File: config.mk
export PLATFORM = sky130hd
export DESIGN_NAME = shift_unit_seq
export DESIGN_NICKNAME = d
export VERILOG_FILES = /design/src/rtl/shift_unit_seq.sv
export SDC_FILE = /design/constraint.sdc
export NUM_CORES = 1
export LEC_CHECK = 0
export CAP_MARGIN = 20
export CORE_MARGIN = 4
export CORE_UTILIZATION = 35
export CTS_BUF_LIST = sky130_fd_sc_hd__clkbuf_16
export CTS_CLUSTER_DIAMETER = 50
export DETAILED_ROUTE_END_ITERATION = 8
export GPL_TIMING_DRIVEN = 0
export PLACE_DENSITY = 0.7
export SETUP_SLACK_MARGIN = 0.5
export SLEW_MARGIN = 30
export SYNTH_ARGS = -nofsm -noshare
export SYNTH_HDL_FRONTEND = slang
export SYNTH_SLANG_ARGS = --single-unit
File: constraint.sdc
create_clock -name clk -period 3.9 [get_ports clk]
set_input_delay 0.39 -clock clk [delete_from_list [all_inputs] [get_ports clk]]
set_output_delay 0.39 -clock clk [all_outputs]
set_load 0.05 [all_outputs]
File: src/rtl/shift_unit_seq.sv
// shift_unit_seq: sequential shifter, one bit position per clock.
// Operations: sll, srl, sra, ror. The 2-bit operation select port is
// named shift_type because "type" is a reserved word in SystemVerilog.
// Optional feature macro: SHIFT_UNIT_CARRY_EN adds the 'carry' output
// holding the last bit shifted (or rotated) out.
module shift_unit_seq #(
  parameter int unsigned WIDTH   = 32,
  parameter int unsigned SHAMT_W = 5
) (
  input  logic               clk,
  input  logic               reset,
  input  logic               start,
  input  logic [WIDTH-1:0]   data,
  input  logic [SHAMT_W-1:0] num,
  input  logic [1:0]         shift_type,
  output logic               busy,
  output logic               done,
  output logic [WIDTH-1:0]   result
`ifdef SHIFT_UNIT_CARRY_EN
  ,
  output logic               carry
`endif
);

  localparam logic [1:0] OP_SLL = 2'b00;
  localparam logic [1:0] OP_SRL = 2'b01;
  localparam logic [1:0] OP_SRA = 2'b10;
  localparam logic [1:0] OP_ROR = 2'b11;

  typedef enum logic [1:0] {
    IDLE  = 2'b00,
    SHIFT = 2'b01,
    DONE  = 2'b10
  } state_t;

  state_t             state;
  state_t             next_state;
  logic [WIDTH-1:0]   work;
  logic [WIDTH-1:0]   work_shifted_c;
  logic [SHAMT_W-1:0] cnt;
  logic [1:0]         type_q;
  logic               accept_c;
  logic               last_shift_c;

  // One-bit shift of the working register per the latched operation
  always_comb begin
    work_shifted_c = work;
    case (type_q)
      OP_SLL:  work_shifted_c = {work[WIDTH-2:0], 1'b0};
      OP_SRL:  work_shifted_c = {1'b0, work[WIDTH-1:1]};
      OP_SRA:  work_shifted_c = {work[WIDTH-1], work[WIDTH-1:1]};
      OP_ROR:  work_shifted_c = {work[0], work[WIDTH-1:1]};
      default: work_shifted_c = work;
    endcase
  end

`ifdef SHIFT_UNIT_CARRY_EN
  logic shift_out_c;

  // Bit leaving the register on this shift (MSB for sll, LSB otherwise)
  always_comb begin
    shift_out_c = 1'b0;
    if (type_q == OP_SLL) begin
      shift_out_c = work[WIDTH-1];
    end else begin
      shift_out_c = work[0];
    end
  end
`endif

  // Next-state and control decode; start is only honoured outside SHIFT
  always_comb begin
    next_state   = state;
    accept_c     = 1'b0;
    last_shift_c = 1'b0;
    case (state)
      IDLE, DONE: begin
        if (start) begin
          accept_c   = 1'b1;
          next_state = (num != '0) ? SHIFT : DONE;
        end else begin
          next_state = IDLE;
        end
      end
      SHIFT: begin
        if (cnt == SHAMT_W'(1)) begin
          last_shift_c = 1'b1;
          next_state   = DONE;
        end
      end
      default: next_state = IDLE;
    endcase
  end

  // State register with registered status flags derived from next state
  always_ff @(posedge clk or posedge reset) begin
    if (reset) begin
      state <= IDLE;
      busy  <= 1'b0;
      done  <= 1'b0;
    end else begin
      state <= next_state;
      busy  <= (next_state == SHIFT);
      done  <= (next_state == DONE);
    end
  end

  // Datapath: load on accept, shift while busy, publish result at DONE entry
  always_ff @(posedge clk or posedge reset) begin
    if (reset) begin
      work   <= '0;
      cnt    <= '0;
      type_q <= 2'b00;
      result <= '0;
`ifdef SHIFT_UNIT_CARRY_EN
      carry  <= 1'b0;
`endif
    end else if (accept_c) begin
      work   <= data;
      cnt    <= num;
      type_q <= shift_type;
      if (num == '0) begin
        result <= data;
`ifdef SHIFT_UNIT_CARRY_EN
        carry  <= 1'b0;
`endif
      end
    end else if (state == SHIFT) begin
      work <= work_shifted_c;
      cnt  <= cnt - SHAMT_W'(1);
      if (last_shift_c) begin
        result <= work_shifted_c;
`ifdef SHIFT_UNIT_CARRY_EN
        carry  <= shift_out_c;
`endif
      end
    end
  end

endmodule
==> flow_summary.toml <==
[logic_synthesis]
ys_warn_count = 0
synth_seq_cells = 75
synth.distinct_cells = 29
syn_area_per_cell_um2 = 12.15
syn-num-nets = 346
syn_inst = 302
syn_area_um2 = 3669
ys_seq_area_share_pct = 51.16

[final_layout]
fin_util_pct = 47.70
multi_input_area_um2 = 1675
fillers = 963
final_layout_size_suffix_gt1_share_pct = 21.88
stdcell_count = 529
diodes = 0
ff_latch_area_um2 = 1877
nets = 433
synthToLayoutAreaGrowth_pct = 33.63

[setup_path]
worst_setup_path_end_kind = "register"
reg2reg_slack_ns = 1.90
criticalPathCategory = "primary input to register"
slowest_delay_ns = 0.48
cp.required_ns = 4.10
cp_common_cell = "clkbuf_1"
crit_arrival_ns = 2.30
cpMaxStageDelayCell = "clkdlybuf4s50_1"
crit_chain = "clkdlybuf4s50_1 -> nor2b_1 -> clkbuf_1 -> clkbuf_1 -> o21ai_0 -> mux2_4"
cp_max_fo = 10
critPathLaunchType = "primary input"

[clocking]
clk_pin_slew_ns = 0.06
postCtsSetupBuffers = 0
clock_latency_ns = 0.32
cts_tree = "done"
clkSinkCount = 75
cts_buffers = 9
cts_hold_buf = 0
clockBufferDepth = 2
cts-root-buf = "clkbuf_16"
cts.repair.resized = 0
cts.htree.levels = 3

[sta]
fmax_mhz = 476.7
hold_viol = 0
tightest_slew_ns = 0.6383
setup_viol = 0
slew_violations = 0
fin_setup_tns_ns = 0
finalCritPeriodShare_pct = 53.79
fin_crit_ns = 2.098
grt_setup_unrepaired = "false"
fin_worst_skew_ns = 0.007559
slew_headroom_pct = 57.45

[global_routing]
grt_usage_pct = 14.17
antenna_found_initial = 0
grt_pass1_wl_mm = 13.43
grt_max_degree = 46
grt_pass1_vias = 2736
gr-total-overflow = 0

[hold_path]
hold_class = "primary input to asynchronous set/reset pin"

[route]
drc = 0
vias = 2534
dr.pass1.iters = 4
ant_nets = 0
drt_iter0_drc = 71
via_per_inst = 4.790
wl_per_cell_um = 15.49
finalWirelength_mm = 8.193

[place]
post-dp-hpwl_mm = 5.972
io_buffers = 75
globalplace.congestion = 0.7848
place_inst = 514

[floorplanning]
die_w_um = 110.4
io_pins = 76
placeableCoreArea_um2 = 10280
dieArea_um2 = 12180
initial_core_util_pct = 35.70
std_cell_rows = 37
die_h_um = 110.4

[job]
max_cap_viol_count = 0

[power_and_ir_drop]
irDropWorstVdd_uv = 411.9
leakage_nw = 2.211
powerDensity_nw_per_um2 = 954.7

[status]
outcome = "complete, no violations"
-- cells by family (layout without fill, tap and decap cells) --
| logic type | Yosys count | in the layout | synth area share [%] |
|---|---|---|---|
| compound gates | 48 | 48 | 7.811 |
| simple gates | 60 | 60 | 6.924 |
| buf+inv | 24 | 115 | 3.172 |
| mux | 93 | 93 | 30.25 |
| fa+ha+maj | 2 | 2 | 0.6820 |
| flops | 75 | 75 | 51.16 |
-- report_power, final --
group	internal (mW)	leakage, nW	switching, mW	total, mW
combinational	1.13	1.15	1.34	2.47
sequential	1.16	0.932	0.253	1.41
clock	0.486	0.132	0.307	0.794
total	2.78	2.21	1.90	4.68
-- registers in the layout, indices dropped and copies added (netlist names) --
name    count
busy        1
cnt         5
done        1
result     32
state       2
type_q      2
work       32
-- stage by stage --
stage	instance area (um2)	hold WS (ns)	worst slack, ns	power (mW)
global placement	4589	0.4914	0.3473	3.847
detailed placement	4619	0.4913	1.396	3.916
floorplan	3669	0.4668	1.600	3.229
finish	4902	0.4265	1.802	4.680
CTS	4902	0.4376	1.719	4.729
global route	4902	0.4637	1.637	4.990
-- critical path, delay by kind of cell --
family / cells / cell delay [ns]
buf+inv: 3 / 1.25
mux: 1 / 0.30
compound gates: 1 / 0.22
simple gates: 1 / 0.13
-- layer usage --
metal  vias to the layer above  GRT usage [%]  share of wire (%)
met5                         -              0                  0
li1                       1237              -                  -
met2                        62          22.83                 46
met3                         7          3.378                4.5
met4                         0          3.254               0.89
met1                      1228          19.41                 48
-- cells in the mapped netlist (all sizes together) --
library cell  instances  area (um2)
nand2b                2       12.51
mux2                 62       799.5
o311ai                1       8.760
nor3                  2       10.01
o21bai                1       7.510
inv                   6       22.52
o21ai                37       185.2
mux2i                31       310.3
a32oi                 2       36.29
nand3                 1       5.000
or4                   1       11.26
a221oi                1       8.760
a22oi                 1       7.510
clkbuf               10       37.54
nand2                46       172.7
ha                    2       25.02
buf                   8       56.30
o211ai                1       7.510
o22ai                 1       6.260
nor2                  6       30.03
dfrtp                75        1877
nor2b                 2       12.51
o221ai                1       8.760
a21oi                 2       10.01
-- path summary, 6_finish.rpt --
| check | from | end | cells past startpoint |
|---|---|---|---|
| setup / recovery | start | result[15] | 6 |
| setup reg to reg | state[0] | work[6] | 5 |
| min in group clk | result[11] | result[11] | 1 |
| hold / removal | reset | result[20] | 2 |
| max in group asynchronous | reset | result[29] | 3 |
| hold reg to reg | result[11] | result[11] | 1 |
-- layout by cell type, fill, tap and decap left out, types with 5 or more instances in the layout --
| cell type | n |
|---|---|
| dfrtp_1 | 75 |
| clkdlybuf4s50_1 | 75 |
| nand2_1 | 46 |
| o21ai_0 | 37 |
| mux2_2 | 35 |
| mux2i_1 | 31 |
| mux2_4 | 27 |
| clkbuf_1 | 10 |
| clkbuf_16 | 9 |
| nor2_1 | 5 |
| inv_1 | 5 |
-- area by class of cell --
cell class                 instances  share of cell area (%)
buffer                            18                   1.914
inverter                           6                  0.5105
timing repair buffer              76                   15.88
sequential                        75                   38.28
clock buffer                       9                   4.594
tap                              136                   3.471
clock inverter                     6                   1.174
multi-input combinational        203                   34.18
Power figures use the tool's default switching activity.
